File: config.mk
export PLATFORM = sky130hd
export DESIGN_NAME = multicycle_control_unit_flat
export DESIGN_NICKNAME = d
export VERILOG_FILES = /design/src/rtl/multicycle_control_unit_pkg.sv /design/src/rtl/multicycle_control_unit_if.sv /design/src/rtl/multicycle_control_unit_alu_decoder.sv /design/src/rtl/multicycle_control_unit.sv /design/src/flat_wrapper.sv
export SDC_FILE = /design/constraint.sdc
export NUM_CORES = 1
export LEC_CHECK = 0
export BUFFER_PORTS_ARGS = -buffer_cell sky130_fd_sc_hd__buf_4
export CAP_MARGIN = 20
export CELL_PAD_IN_SITES_DETAIL_PLACEMENT = 1
export CELL_PAD_IN_SITES_GLOBAL_PLACEMENT = 2
export CORE_MARGIN = 2
export CORE_UTILIZATION = 29
export CTS_BUF_LIST = sky130_fd_sc_hd__clkbuf_8
export CTS_CLUSTER_SIZE = 8
export DETAILED_ROUTE_END_ITERATION = 8
export PLACE_DENSITY_LB_ADDON = 0.1
export SYNTH_ARGS = -nofsm -noshare
export SYNTH_HDL_FRONTEND = slang
export SYNTH_HIERARCHICAL = 1
export SYNTH_SLANG_ARGS = --single-unit
File: constraint.sdc
create_clock -name clk -period 2.3 [get_ports clk]
set_input_delay 0.345 -clock clk [delete_from_list [all_inputs] [get_ports clk]]
set_output_delay 0.345 -clock clk [all_outputs]
set_load 0.05 [all_outputs]
File: src/rtl/multicycle_control_unit_pkg.sv
// mcu_pkg: shared types and constants for the multicycle RV32I control unit.
//   - state_t      : FSM states (TRAP only when MCU_ILLEGAL_TRAP_EN is defined)
//   - OP_*         : supported major opcodes
//   - ALU_*        : ALUControl encodings
//   - RES_/SRCA_/SRCB_/IMM_* : datapath mux select values
//   - aluop_t      : coarse ALU request handed to alu_decoder
//   - ctrl_t       : bundle of every combinational control output
// Optional feature macro: MCU_ILLEGAL_TRAP_EN
package mcu_pkg;

  localparam logic [6:0] OP_LOAD   = 7'b0000011;
  localparam logic [6:0] OP_STORE  = 7'b0100011;
  localparam logic [6:0] OP_R      = 7'b0110011;
  localparam logic [6:0] OP_I      = 7'b0010011;
  localparam logic [6:0] OP_BRANCH = 7'b1100011;
  localparam logic [6:0] OP_JAL    = 7'b1101111;

  localparam logic [2:0] ALU_ADD = 3'b000;
  localparam logic [2:0] ALU_SUB = 3'b001;
  localparam logic [2:0] ALU_AND = 3'b010;
  localparam logic [2:0] ALU_OR  = 3'b011;
  localparam logic [2:0] ALU_SLT = 3'b101;

  localparam logic [1:0] RES_ALUOUT = 2'b00;
  localparam logic [1:0] RES_DATA   = 2'b01;
  localparam logic [1:0] RES_ALURES = 2'b10;

  localparam logic [1:0] SRCA_PC    = 2'b00;
  localparam logic [1:0] SRCA_OLDPC = 2'b01;
  localparam logic [1:0] SRCA_RS1   = 2'b10;

  localparam logic [1:0] SRCB_RS2  = 2'b00;
  localparam logic [1:0] SRCB_IMM  = 2'b01;
  localparam logic [1:0] SRCB_FOUR = 2'b10;

  localparam logic [1:0] IMM_I = 2'b00;
  localparam logic [1:0] IMM_S = 2'b01;
  localparam logic [1:0] IMM_B = 2'b10;
  localparam logic [1:0] IMM_J = 2'b11;

  typedef enum logic [1:0] {
    ALUOP_ADD   = 2'b00,
    ALUOP_SUB   = 2'b01,
    ALUOP_FUNCT = 2'b10
  } aluop_t;

`ifdef MCU_ILLEGAL_TRAP_EN
  typedef enum logic [3:0] {
    S_FETCH, S_DECODE, S_MEMADR, S_MEMREAD, S_MEMWB, S_MEMWRITE,
    S_EXECR, S_EXECI, S_ALUWB, S_BEQ, S_JAL, S_TRAP
  } state_t;
`else
  typedef enum logic [3:0] {
    S_FETCH, S_DECODE, S_MEMADR, S_MEMREAD, S_MEMWB, S_MEMWRITE,
    S_EXECR, S_EXECI, S_ALUWB, S_BEQ, S_JAL
  } state_t;
`endif

  typedef struct packed {
    logic       mem_req;
    logic       pc_write;
    logic       adr_src;
    logic       mem_write;
    logic       ir_write;
    logic       reg_write;
    logic       illegal;
    logic [1:0] result_src;
    logic [1:0] alu_src_a;
    logic [1:0] alu_src_b;
    logic [1:0] imm_src;
    aluop_t     aluop;
  } ctrl_t;

  function automatic logic opcode_supported(input logic [6:0] op);
    return (op == OP_LOAD) || (op == OP_STORE) || (op == OP_R) ||
           (op == OP_I) || (op == OP_BRANCH) || (op == OP_JAL);
  endfunction

endpackage

File: src/rtl/multicycle_control_unit_if.sv
// multicycle_control_unit_if: control bundle between the control unit and
// the shared-memory multicycle datapath.
//   master : the control unit (consumes instruction/zero_flg/mem_ready,
//            drives strobes, selects, ALUControl, instret, illegal)
//   slave  : the datapath / memory side
interface multicycle_control_unit_if #(
  parameter int INSTRET_W = 32,
  parameter int ALUCTRL_W = 3
);
  logic [31:0]          instruction;
  logic                 zero_flg;
  logic                 mem_ready;
  logic                 mem_req;
  logic                 PCWrite;
  logic                 AdrSrc;
  logic                 MemWrite;
  logic                 IRWrite;
  logic [1:0]           ResultSrc;
  logic [1:0]           ALUSrcA;
  logic [1:0]           ALUSrcB;
  logic [1:0]           ImmSrc;
  logic [ALUCTRL_W-1:0] ALUControl;
  logic                 RegWrite;
  logic [INSTRET_W-1:0] instret;
  logic                 illegal;

  modport master (
    input  instruction, zero_flg, mem_ready,
    output mem_req, PCWrite, AdrSrc, MemWrite, IRWrite, ResultSrc,
           ALUSrcA, ALUSrcB, ImmSrc, ALUControl, RegWrite, instret, illegal
  );

  modport slave (
    output instruction, zero_flg, mem_ready,
    input  mem_req, PCWrite, AdrSrc, MemWrite, IRWrite, ResultSrc,
           ALUSrcA, ALUSrcB, ImmSrc, ALUControl, RegWrite, instret, illegal
  );
endinterface

File: src/rtl/multicycle_control_unit_alu_decoder.sv
// alu_decoder: combinational ALU operation decode, shared with the pipelined core.
//   aluop_i    : ADD / SUB / FUNCT request from the main controller
//   funct3_i   : instruction[14:12]
//   funct7b5_i : instruction[30]
//   opb5_i     : instruction[5] (1 = register-register form)
//   alu_ctrl_o : ALUControl encoding (zero-extended to ALUCTRL_W)
module alu_decoder
  import mcu_pkg::*;
#(
  parameter int ALUCTRL_W = 3
) (
  input  aluop_t               aluop_i,
  input  logic [2:0]           funct3_i,
  input  logic                 funct7b5_i,
  input  logic                 opb5_i,
  output logic [ALUCTRL_W-1:0] alu_ctrl_o
);
  logic [2:0] code;

  always_comb begin
    code = ALU_ADD;
    case (aluop_i)
      ALUOP_SUB:   code = ALU_SUB;
      ALUOP_FUNCT: begin
        case (funct3_i)
          // Only R-type can subtract; addi's imm[10] sits where funct7[5] is.
          3'b000:  code = (opb5_i && funct7b5_i) ? ALU_SUB : ALU_ADD;
          3'b010:  code = ALU_SLT;
          3'b110:  code = ALU_OR;
          3'b111:  code = ALU_AND;
          default: code = ALU_ADD;
        endcase
      end
      default:     code = ALU_ADD;
    endcase
  end

  assign alu_ctrl_o = ALUCTRL_W'(code);
endmodule

File: src/rtl/multicycle_control_unit.sv
// multicycle_control_unit: RV32I multicycle controller. Walks each
// instruction through FETCH/DECODE/EXECUTE/MEM/WB, one state per clock,
// stalling memory states on mem_ready and counting retired instructions.
// Ports:
//   clk   : system clock
//   rst_n : asynchronous active-low reset (state -> FETCH, instret -> 0)
//   mcu   : multicycle_control_unit_if.master (instruction, zero_flg,
//           mem_ready in; strobes, selects, ALUControl, instret, illegal out)
// Optional feature macro: MCU_ILLEGAL_TRAP_EN -- an unsupported opcode parks
// the FSM in TRAP (illegal held high, all strobes low) until reset.
module multicycle_control_unit
  import mcu_pkg::*;
#(
  parameter int INSTRET_W = 32,
  parameter int ALUCTRL_W = 3
) (
  input logic                       clk,
  input logic                       rst_n,
  multicycle_control_unit_if.master mcu
);
  state_t               state_q, state_d;
  logic [INSTRET_W-1:0] instret_q, instret_d;
  ctrl_t                ctl, ctl_gated;
  logic [6:0]           opcode;
  logic [ALUCTRL_W-1:0] alu_ctrl;
  logic                 unused_instr_bits;

  assign opcode = mcu.instruction[6:0];
  // Instruction fields the control path never inspects.
  assign unused_instr_bits = ^{mcu.instruction[31], mcu.instruction[29:15],
                               mcu.instruction[11:7]};

  // Next state
  always_comb begin
    state_d = state_q;
    case (state_q)
      S_FETCH:    if (mcu.mem_ready) state_d = S_DECODE;
      S_DECODE: begin
        case (opcode)
          OP_LOAD, OP_STORE: state_d = S_MEMADR;
          OP_R:              state_d = S_EXECR;
          OP_I:              state_d = S_EXECI;
          OP_BRANCH:         state_d = S_BEQ;
          OP_JAL:            state_d = S_JAL;
`ifdef MCU_ILLEGAL_TRAP_EN
          default:           state_d = S_TRAP;
`else
          default:           state_d = S_FETCH;
`endif
        endcase
      end
      S_MEMADR:   state_d = opcode[5] ? S_MEMWRITE : S_MEMREAD;
      S_MEMREAD:  if (mcu.mem_ready) state_d = S_MEMWB;
      S_MEMWB:    state_d = S_FETCH;
      S_MEMWRITE: if (mcu.mem_ready) state_d = S_FETCH;
      S_EXECR,
      S_EXECI:    state_d = S_ALUWB;
      S_ALUWB:    state_d = S_FETCH;
      S_BEQ:      state_d = S_FETCH;
      S_JAL:      state_d = S_ALUWB;
`ifdef MCU_ILLEGAL_TRAP_EN
      S_TRAP:     state_d = S_TRAP;
`endif
      default:    state_d = S_FETCH;
    endcase
  end

  // Retirement = any return to FETCH except the illegal-opcode bailout
  // from DECODE; FETCH->FETCH is just a fetch stall.
  always_comb begin
    instret_d = instret_q;
    if (state_d == S_FETCH && state_q != S_FETCH && state_q != S_DECODE)
      instret_d = instret_q + INSTRET_W'(1);
  end

  always_ff @(posedge clk or negedge rst_n) begin
    if (!rst_n) begin
      state_q   <= S_FETCH;
      instret_q <= '0;
    end else begin
      state_q   <= state_d;
      instret_q <= instret_d;
    end
  end

  // Per-state controls; anything not set stays 0 / ADD.
  always_comb begin
    ctl = '0;
    case (state_q)
      S_FETCH: begin
        ctl.mem_req    = 1'b1;
        ctl.adr_src    = 1'b0;
        ctl.alu_src_a  = SRCA_PC;
        ctl.alu_src_b  = SRCB_FOUR;
        ctl.result_src = RES_ALURES;
        ctl.ir_write   = mcu.mem_ready;
        ctl.pc_write   = mcu.mem_ready;
      end
      S_DECODE: begin
        // Branch target precomputed here so BEQ only needs the compare.
        ctl.alu_src_a = SRCA_OLDPC;
        ctl.alu_src_b = SRCB_IMM;
        ctl.imm_src   = IMM_B;
        ctl.illegal   = !opcode_supported(opcode);
      end
      S_MEMADR: begin
        ctl.alu_src_a = SRCA_RS1;
        ctl.alu_src_b = SRCB_IMM;
        ctl.imm_src   = opcode[5] ? IMM_S : IMM_I;
      end
      S_MEMREAD: begin
        ctl.mem_req = 1'b1;
        ctl.adr_src = 1'b1;
      end
      S_MEMWB: begin
        ctl.result_src = RES_DATA;
        ctl.reg_write  = 1'b1;
      end
      S_MEMWRITE: begin
        ctl.mem_req   = 1'b1;
        ctl.adr_src   = 1'b1;
        ctl.mem_write = 1'b1;
      end
      S_EXECR: begin
        ctl.alu_src_a = SRCA_RS1;
        ctl.alu_src_b = SRCB_RS2;
        ctl.aluop     = ALUOP_FUNCT;
      end
      S_EXECI: begin
        ctl.alu_src_a = SRCA_RS1;
        ctl.alu_src_b = SRCB_IMM;
        ctl.imm_src   = IMM_I;
        ctl.aluop     = ALUOP_FUNCT;
      end
      S_ALUWB: begin
        ctl.result_src = RES_ALUOUT;
        ctl.reg_write  = 1'b1;
      end
      S_BEQ: begin
        ctl.alu_src_a  = SRCA_RS1;
        ctl.alu_src_b  = SRCB_RS2;
        ctl.aluop      = ALUOP_SUB;
        ctl.result_src = RES_ALUOUT;
        ctl.pc_write   = mcu.zero_flg;
      end
      S_JAL: begin
        // Link value OldPC+4 is computed now; ALUOut (branch target from
        // DECODE) is loaded into PC on this same edge.
        ctl.alu_src_a  = SRCA_OLDPC;
        ctl.alu_src_b  = SRCB_FOUR;
        ctl.result_src = RES_ALUOUT;
        ctl.pc_write   = 1'b1;
      end
`ifdef MCU_ILLEGAL_TRAP_EN
      S_TRAP:   ctl.illegal = 1'b1;
`endif
      default: ;
    endcase
  end

  // Reset forces every output low combinationally, so an assertion mid
  // memory access drops mem_req without waiting for a clock.
  assign ctl_gated = rst_n ? ctl : '0;

  alu_decoder #(.ALUCTRL_W(ALUCTRL_W)) u_alu_dec (
    .aluop_i    (ctl_gated.aluop),
    .funct3_i   (mcu.instruction[14:12]),
    .funct7b5_i (mcu.instruction[30]),
    .opb5_i     (mcu.instruction[5]),
    .alu_ctrl_o (alu_ctrl)
  );

  assign mcu.mem_req    = ctl_gated.mem_req;
  assign mcu.PCWrite    = ctl_gated.pc_write;
  assign mcu.AdrSrc     = ctl_gated.adr_src;
  assign mcu.MemWrite   = ctl_gated.mem_write;
  assign mcu.IRWrite    = ctl_gated.ir_write;
  assign mcu.RegWrite   = ctl_gated.reg_write;
  assign mcu.illegal    = ctl_gated.illegal;
  assign mcu.ResultSrc  = ctl_gated.result_src;
  assign mcu.ALUSrcA    = ctl_gated.alu_src_a;
  assign mcu.ALUSrcB    = ctl_gated.alu_src_b;
  assign mcu.ImmSrc     = ctl_gated.imm_src;
  assign mcu.ALUControl = alu_ctrl;
  assign mcu.instret    = instret_q;
endmodule

File: src/flat_wrapper.sv
// flat-port wrapper written by rule: the top's interface ports become plain ports
module multicycle_control_unit_flat import mcu_pkg::*;
#(
  parameter int INSTRET_W = 32,
  parameter int ALUCTRL_W = 3
)
  (clk, rst_n, mcu_instruction, mcu_zero_flg, mcu_mem_ready, mcu_mem_req, mcu_PCWrite, mcu_AdrSrc, mcu_MemWrite, mcu_IRWrite, mcu_ResultSrc, mcu_ALUSrcA, mcu_ALUSrcB, mcu_ImmSrc, mcu_ALUControl, mcu_RegWrite, mcu_instret, mcu_illegal);
  multicycle_control_unit_if #(.INSTRET_W(INSTRET_W), .ALUCTRL_W(ALUCTRL_W)) mcu_i ();
  input logic clk;
  input logic rst_n;
  input wire logic [$bits(mcu_i.instruction)-1:0] mcu_instruction;
  input wire logic [$bits(mcu_i.zero_flg)-1:0] mcu_zero_flg;
  input wire logic [$bits(mcu_i.mem_ready)-1:0] mcu_mem_ready;
  output wire logic [$bits(mcu_i.mem_req)-1:0] mcu_mem_req;
  output wire logic [$bits(mcu_i.PCWrite)-1:0] mcu_PCWrite;
  output wire logic [$bits(mcu_i.AdrSrc)-1:0] mcu_AdrSrc;
  output wire logic [$bits(mcu_i.MemWrite)-1:0] mcu_MemWrite;
  output wire logic [$bits(mcu_i.IRWrite)-1:0] mcu_IRWrite;
  output wire logic [$bits(mcu_i.ResultSrc)-1:0] mcu_ResultSrc;
  output wire logic [$bits(mcu_i.ALUSrcA)-1:0] mcu_ALUSrcA;
  output wire logic [$bits(mcu_i.ALUSrcB)-1:0] mcu_ALUSrcB;
  output wire logic [$bits(mcu_i.ImmSrc)-1:0] mcu_ImmSrc;
  output wire logic [$bits(mcu_i.ALUControl)-1:0] mcu_ALUControl;
  output wire logic [$bits(mcu_i.RegWrite)-1:0] mcu_RegWrite;
  output wire logic [$bits(mcu_i.instret)-1:0] mcu_instret;
  output wire logic [$bits(mcu_i.illegal)-1:0] mcu_illegal;
  assign mcu_i.instruction = mcu_instruction;
  assign mcu_i.zero_flg = mcu_zero_flg;
  assign mcu_i.mem_ready = mcu_mem_ready;
  assign mcu_mem_req = mcu_i.mem_req;
  assign mcu_PCWrite = mcu_i.PCWrite;
  assign mcu_AdrSrc = mcu_i.AdrSrc;
  assign mcu_MemWrite = mcu_i.MemWrite;
  assign mcu_IRWrite = mcu_i.IRWrite;
  assign mcu_ResultSrc = mcu_i.ResultSrc;
  assign mcu_ALUSrcA = mcu_i.ALUSrcA;
  assign mcu_ALUSrcB = mcu_i.ALUSrcB;
  assign mcu_ImmSrc = mcu_i.ImmSrc;
  assign mcu_ALUControl = mcu_i.ALUControl;
  assign mcu_RegWrite = mcu_i.RegWrite;
  assign mcu_instret = mcu_i.instret;
  assign mcu_illegal = mcu_i.illegal;
  multicycle_control_unit #(.INSTRET_W(INSTRET_W), .ALUCTRL_W(ALUCTRL_W)) u_core (.clk(clk), .rst_n(rst_n), .mcu(mcu_i));
endmodule
==> Word level (Yosys, flattened, before mapping) <==
Index checks and enable logic that the tools add are counted.
{ "word_totals": {"elab_cells": 68, "out_inout_bits": 50, "input_bits": 36, "ff_bits": 36} }
{ "op_classes": {"n_mux": 22, "addsub": 1, "n_reduce_logical": 21, "n_eq_ne": 22} }
{ "ops": {"columns": ["cell", "count"], "rows": [
  ["4-bit one-hot mux with 5 select lines", 2],
  ["32-bit by 1-bit adder with 32-bit output (second input constant)", 1],
  ["4-bit one-hot mux with 6 select lines", 1],
  ["17-bit two-way mux", 1],
  ["4-bit by 3-bit equality test with 1-bit output (second input constant)", 4],
  ["7-bit by 6-bit equality test with 1-bit output (second input constant)", 2],
  ["7-bit equality test (second input constant)", 2],
  ["4-bit equality test (second input constant)", 3],
  ["4-bit two-way mux", 3],
  ["2-bit one-hot mux with 2 select lines", 3],
  ["3-bit one-hot mux with 4 select lines", 1],
  ["2-bit OR reduction", 6],
  ["4-bit by 2-bit equality test with 1-bit output (second input constant)", 2],
  ["4-bit zero test", 2],
  ["1-bit two-way mux", 8],
  ["7-bit by 2-bit equality test with 1-bit output (second input constant)", 1],
  ["7-bit by 5-bit equality test with 1-bit output (second input constant)", 1],
  ["3-bit equality test (second input constant)", 2],
  ["3-bit one-hot mux with 2 select lines", 1],
  ["3-bit OR reduction", 2],
  ["1-bit logical OR", 5],
  ["4-bit by 1-bit equality test with 1-bit output (second input constant)", 1],
  ["4-bit by 1-bit != test with 1-bit output (second input constant)", 1],
  ["4-bit nonzero test", 1],
  ["other kinds (8)", 10]
]} }

==> Depth between registers and ports, before layout <==
Gate-level depths: netlist of the first run.
{ "depth": {"word_depth": 11, "mapped_depth": 8, "ltp_nobuf": 7} }

==> Cells and area by module <==
The synthesis of the first run kept the hierarchy.
{ "modules_own_cells": {"columns": ["module", "area_per_inst_um2", "instances", "seq_area_each_um2", "cells_each"], "rows": [
  ["multicycle_control_unit", 2112.0, 1, 900.9, 217],
  ["alu_decoder", 96.3, 1, 0.0, 11]
]} }

==> Worst setup path before layout of the first run <==
OpenSTA, ideal clock, no wires.
{ "synth_path": {"path_kind": "reg2out", "start": "reg u_core.state_q[2]", "end": "out mcu_ALUControl[2]", "arrival_time_ps": 3064, "setup_slack_ps": -1109, "required_ps": 1955, "path_stages_with_launch": 8, "path_buffers": 1, "cell_sequence": "dfrtp_1 clkbuf_1 nor2b_1 and2_1 and3_1 inv_1 ha_1 nor4b_1"} }
{ "synth_rtl": {"columns": ["item", "line", "source"], "rows": [
  ["start: declaration", "multicycle_control_unit.sv:21", "state_t state_q, state_d;"],
  ["start signal: assignment", "multicycle_control_unit.sv:81", "state_q <= state_d;"],
  ["end: declaration", "flat_wrapper.sv:23", "output wire logic [$bits(mcu_i.ALUControl)-1:0] mcu_ALUControl;"]
]} }

==> impl_metrics.env, run 1 <==
export IMPL_status="complete, no violations"
export IMPL_path_class="register to primary output"
export IMPL_cp_cell_sequence="nor2b_2 > and2_4 > and3_4 > inv_2 > ha_4 > nor4b_4 > buf_6"
export IMPL_fp_dieArea_sq_um=8330
export IMPL_p_sw_frac=0.355
export IMPL_drive_gt1_frac=0.375
export IMPL_syn_nets=267
export IMPL_core_area_sq_um=7330
export IMPL_hold_class="primary input to asynchronous set/reset pin"
export IMPL_powerDensity_nw_per_um2=551
export IMPL_clock_root_buffer="clkbuf_8"
export IMPL_synth_ff_type="dfrtp_1"
export IMPL_start_kind="register"
export IMPL_clock_path_buffers=2
export IMPL_ir_drop_mv=0.200
export IMPL_drt_vias_per_instance=4.79
export IMPL_areaGrowthSynthToFinish_pct=36.5
export IMPL_diodes=0
export IMPL_yosysUniqueCellTypes=42
export IMPL_required_ps=1960
export IMPL_syn_cell_area_sq_um=2210
export IMPL_arrival_ps=1870
export IMPL_fin_tns_setup_ps=0
export IMPL_num_rows=31
export IMPL_postRouteAntennaNets=0
export IMPL_slowest_stage="dfrtp_1"
export IMPL_htree_num_levels=2
export IMPL_worstRegToRegCells=7
export IMPL_final_period_utilization=0.964
export IMPL_drv_slew=0
export IMPL_grt_pass1_vias=2066
export IMPL_fin_util=0.411
export IMPL_synth_edf_count=0
export IMPL_synthArstFlopShare=1.00
export IMPL_ys_seq_area_frac=0.408
export IMPL_min_period_ps=2220
export IMPL_cts_made_buffers=5
export IMPL_power_internal_mw=1.07
export IMPL_critPathMaxFanout=3
export IMPL_start_util=0.301
export IMPL_skew_ps=4.93
export IMPL_p_sw_uw=590
export IMPL_synthCells=228
export IMPL_rsz0062_at_grt="true"
export IMPL_gp_congestion=0.733
export IMPL_syn_area_per_cell_sq_um=9.69
export IMPL_setup_viol=0
export IMPL_p_leak_nw=1.36
export IMPL_holdWs_ps=264
export IMPL_cts_sinks=36
export IMPL_grt_overflow_total=0
export IMPL_max_cap_violations=0
export IMPL_drc=0
export IMPL_slew_headroom=0.657
export IMPL_die_h_microns=91.3
export IMPL_ys_warn_count=6
export IMPL_cts_tree="done"
export IMPL_tightest_slew_ps=510
export IMPL_end_kind="primary output"
export IMPL_wl_per_cell_microns=14.2
export IMPL_fmax_mhz=451
export IMPL_grt_max_degree=35
export IMPL_drtIter0Drc=36
export IMPL_antenna_found_initial=0
export IMPL_hold_viol=0
export IMPL_cpPeakStageDelay_ps=390
export IMPL_path_clk_slew_ps=70
export IMPL_power_frac_comb=0.288
export IMPL_finalNetCount=339
export IMPL_firstDrtPassIters=4
export IMPL_grt_usage=0.147
export IMPL_port_buffers=64
export IMPL_clkPwrFrac=0.275
export IMPL_ys_ff_latch=36
export IMPL_seqPwrFrac=0.437
export IMPL_clock_latency_ps=290
export IMPL_routed_wirelength_microns=5670
export IMPL_post_dp_hpwl_microns=4270
export IMPL_grt_pass1_wl_microns=9980
export IMPL_io_pins=86
export IMPL_die_x_microns=91.3
export IMPL_num_vias=1915
==> power groups by stage <==
stage	clock (mW)	sequential (mW)	combinational, mW
floorplan	0	0.838	0.197
global placement	0	0.741	0.453
detailed placement	0	0.741	0.457
CTS	0.478	0.728	0.471
global route	0.511	0.737	0.509
finish	0.457	0.726	0.477
==> per-stage QoR <==
stage | instance area, sq um | setup WS (ps) | total power [mW] | std cells
after detailed placement | 2820 | 178 | 1.20 | 387
after CTS | 2970 | -2.86 | 1.68 | 398
after global placement | 2820 | 189 | 1.19 | 387
after global routing | 3020 | -13.8 | 1.76 | 400
after floorplan | 2220 | -425 | 1.04 | 228
final | 3020 | 83.1 | 1.66 | 400
==> cell usage after synthesis (2+ instances only) <==
library cell / number / area (sq um)
inv_1: 4 / 15.0
a21oi_1: 4 / 20.0
nor3_1: 6 / 30.0
nor2_1: 7 / 26.3
nor3b_1: 2 / 15.0
nand4_1: 12 / 75.1
nand3b_1: 3 / 22.5
nor4b_1: 3 / 26.3
nand3_1: 19 / 95.1
nor4_1: 3 / 18.8
xor2_1: 5 / 43.8
a211oi_1: 2 / 15.0
nor2b_1: 3 / 18.8
and2_1: 3 / 18.8
and3_1: 11 / 68.8
nor4b_4: 2 / 47.6
clkbuf_1: 5 / 18.8
ha_1: 3 / 37.5
nor4_2: 2 / 25.0
nand2_1: 18 / 67.6
o21ai_0: 9 / 45.0
and3_2: 2 / 15.0
a21oi_4: 2 / 32.5
buf_4: 8 / 60.1
xnor2_1: 28 / 245
nand2b_1: 9 / 56.3
o21a_1: 3 / 22.5
dfrtp_1: 36 / 901
==> critical path: cells and delay by family, from the launching register on <==
kind / cells / cell delay (ps)
flip-flops: 1 / 390
buffers and inverters: 2 / 230
adder cells (fa/ha/maj): 1 / 230
AND/OR/NAND/NOR: 4 / 730
==> cell usage in the layout (no fill, tap or decap), types with 6 or more instances in the layout <==
master / count
nor2_1: 7
buf_4: 75
nand2_1: 18
nor3_1: 6
nand4_1: 12
and3_1: 9
dfrtp_1: 35
nand3_1: 19
nand2b_1: 8
o21ai_0: 9
clkbuf_8: 6
xnor2_1: 28
==> timing repair <==
item	CTS	global route
resized for setup	8	7
pin swaps	3	3
hold endpoints to repair	3	0
setup endpoints to repair	5	5
buffers inserted	2	2
hold buffers	1	0
==> kinds of logic (layout without fill, tap and decap cells) <==
group                    Yosys count  in the layout  share of synthesized area
AND/OR/NAND/NOR                  113            113                      0.318
flip-flops                        36             36                      0.408
XOR/XNOR                          33             33                      0.131
AO/OA/AOI/OAI                     23             23                     0.0748
buffers and inverters             19             92                     0.0465
adder cells (fa/ha/maj)            3              3                     0.0170
multiplexers                       1              1                    0.00510
==> cell type report <==
cell class              count  area (sq um)
well taps                  99           124
repair buffers             79           607
clock buffers               6          82.6
multi-input cells         173          1270
inverters                   5          18.8
flip-flops and latches     36           902
clock inverters             2          7.51
fillers                   845          4320
==> path summary, 6_finish.rpt <==
kind                                              from                      to  slack (ps)
worst max-delay path                 u_core/state_q[2]       mcu_ALUControl[2]          80
worst min-delay path                             rst_n  u_core/mcu.instret[24]         260
worst max register to register       u_core/state_q[0]  u_core/mcu.instret[31]         310
worst min register to register  u_core/mcu.instret[31]  u_core/mcu.instret[31]         480
max in group asynchronous                        rst_n       u_core/state_q[2]        1630
min in group clk                    mcu_instruction[4]       u_core/state_q[2]         370
==> registers in the layout, summed over array words and instances, names as in the netlist <==
| name | count |
|---|---|
| u_core/mcu.instret | 32 |
| u_core/state_q | 4 |
==> metal layers <==
| layer | global-route usage | wire (microns) | vias up |
|---|---|---|---|
| met3 | 0.0307 | 237 | 5 |
| met5 | 0 | 0 | - |
| met1 | 0.189 | 2590 | 920 |
| met4 | 0.0455 | 64 | 0 |
| li1 | - | - | 945 |
| met2 | 0.248 | 2780 | 45 |
(Power assumes the default switching activity.)
==> inputs of run 2 (changes only) <==
- CORE_ASPECT_RATIO: unset -> 1.75
==> run 2 against run 1 <==
Cell count is 2.5% lower. Worst setup slack got worse by 47 ps. First-iteration DRC count decreased by 11%. Register-to-register slack gained 220 ps. Cell area about the same. Largest power group unchanged. Highest routed layer unchanged.
==> impl_metrics.env, run 2 (synthesis results as in run 1) <==
export IMPL_status="complete, no violations"
export IMPL_wl_per_cell_microns=15.9
export IMPL_largest_register_ffs=32
export IMPL_cts_sinks=36
export IMPL_grt_pass1_wl_microns=10300
export IMPL_final_cell_mix="buf_4, dfrtp_1, xnor2_1, nand3_1, nand2_1"
export IMPL_start_kind="register"
export IMPL_grt_usage=0.157
export IMPL_ir_drop_mv=0.220
export IMPL_core_area_sq_um=7460
export IMPL_end_kind="primary output"
export IMPL_final_period_utilization=0.984
export IMPL_clock_root_buffer="clkbuf_8"
export IMPL_finalNetCount=341
export IMPL_diodes=0
export IMPL_critPathMaxFanout=2
export IMPL_post_dp_hpwl_microns=4790
export IMPL_skew_ps=5.11
export IMPL_io_pins=86
export IMPL_htree_num_levels=2
export IMPL_num_vias=1941
export IMPL_seq_area_sq_um=901
export IMPL_grt_pass1_vias=2048
export IMPL_p_sw_uw=603
export IMPL_clkPwrFrac=0.289
export IMPL_port_buffers=64
export IMPL_cts_tree="done"
export IMPL_cts_made_buffers=5
export IMPL_grt_max_degree=38
export IMPL_path_class="register to primary output"
export IMPL_grt_overflow_total=0
export IMPL_multi_input_area_sq_um=1260
export IMPL_start_util=0.296
export IMPL_min_period_ps=2260
export IMPL_holdWs_ps=167
export IMPL_firstDrtPassIters=4
export IMPL_tightest_slew_ps=489
export IMPL_powerDensity_nw_per_um2=565
export IMPL_fin_util=0.404
export IMPL_drive_gt1_frac=0.371
export IMPL_drtIter0Drc=32
export IMPL_p_leak_nw=1.36
export IMPL_die_h_microns=119
export IMPL_die_x_microns=70.0
export IMPL_drt_vias_per_instance=4.98
export IMPL_hold_viol=0
export IMPL_num_rows=42
export IMPL_setup_viol=0
export IMPL_path_clk_slew_ps=70
export IMPL_hold_class="primary input to asynchronous set/reset pin"
export IMPL_power_internal_mw=1.10
export IMPL_routed_wirelength_microns=6210
export IMPL_nFillCells=906
export IMPL_gp_congestion=0.743
export IMPL_areaGrowthSynthToFinish_pct=36.4
export IMPL_final_common_cell="buf_4"
export IMPL_fmax_mhz=442
export IMPL_postRouteAntennaNets=0
export IMPL_max_cap_violations=0
export IMPL_drv_slew=0
export IMPL_slew_headroom=0.674
export IMPL_rsz0062_at_grt="true"
export IMPL_power_frac_comb=0.279
export IMPL_antenna_found_initial=0
export IMPL_arrival_ps=1920
export IMPL_required_ps=1960
export IMPL_p_sw_frac=0.354
export IMPL_clock_path_buffers=2
export IMPL_fp_dieArea_sq_um=8360
export IMPL_clock_latency_ps=290
export IMPL_drc=0
export IMPL_seqPwrFrac=0.431
## run 2: changes by cell type in the layout (fill, tap and decap cells not counted), sizes merged
| cell | previous run | this run |
|---|---|---|
| buf | 78 | 80 |
| clkbuf | 6 | 7 |
| inv | 7 | 5 |
## run 2: repair_timing
item                                    4_1_cts  5_1_grt
cloned                                        0        0
hold buffers                                  1        0
endpoints found under the setup margin        3        3
pin swaps                                     3        3
gates resized for setup                       6        5
hold endpoints to repair                      1        0
setup buffers                                 3        1
## run 2: worst max-delay path: stages, from the launching register on
cell and delay, ps:
dfrtp_1 390, nor2b_2 140, and2_4 150, and3_4 200
buf_4 120, ha_4 130, inv_1 40, a221oi_2 250
buf_6 190
## run 2: path summary, 6_finish.rpt
path,startpoint,to,slack (ps),cells past startpoint
max,u_core/state_q[2],mcu_ALUControl[0],40,8
min,rst_n,u_core/mcu.instret[5],170,2
max reg2reg,u_core/mcu.instret[0],u_core/mcu.instret[30],530,5
min reg2reg,u_core/mcu.instret[31],u_core/mcu.instret[31],470,1
max in group asynchronous,rst_n,u_core/state_q[1],1740,2
min in group clk,mcu_instruction[4],u_core/state_q[2],380,3
## run 2: layout make-up
cell class / instances / area share
well taps: 88 / 0.0365
repair buffers: 81 / 0.206
flip-flops and latches: 36 / 0.299
inverters: 5 / 0.00623
multi-input cells: 173 / 0.420
clock buffers: 7 / 0.0320
## run 2: per-layer routing
layer	wire, microns	GRT usage	share of wire	vias to the layer above
met5	0	0	0	-
met4	100	0.0577	0.016	0
met3	192	0.0262	0.031	5
met2	3760	0.314	0.61	35
met1	2150	0.155	0.35	958
li1	-	-	-	943
## run 2: stage by stage
stage | worst slack (ps) | TNS [ps] | area (sq um) | std cells | power (mW)
finish | 36.2 | 0 | 3010 | 390 | 1.70
detailed placement | 82.9 | 0 | 2820 | 378 | 1.21
global route | -40.0 | -77.5 | 3010 | 390 | 1.79
CTS | 3.28 | 0 | 2990 | 389 | 1.73
floorplan | -425 | -590 | 2220 | 228 | 1.04
global placement | 147 | 0 | 2820 | 378 | 1.21
## run 2: power groups by stage
stage	clock network [mW]	registers [mW]	logic [mW]
2_1_floorplan	0	0.838	0.197
3_3_place_gp	0	0.747	0.464
3_5_place_dp	0	0.748	0.466
4_1_cts	0.512	0.735	0.481
5_1_grt	0.535	0.744	0.513
6_report	0.493	0.734	0.476
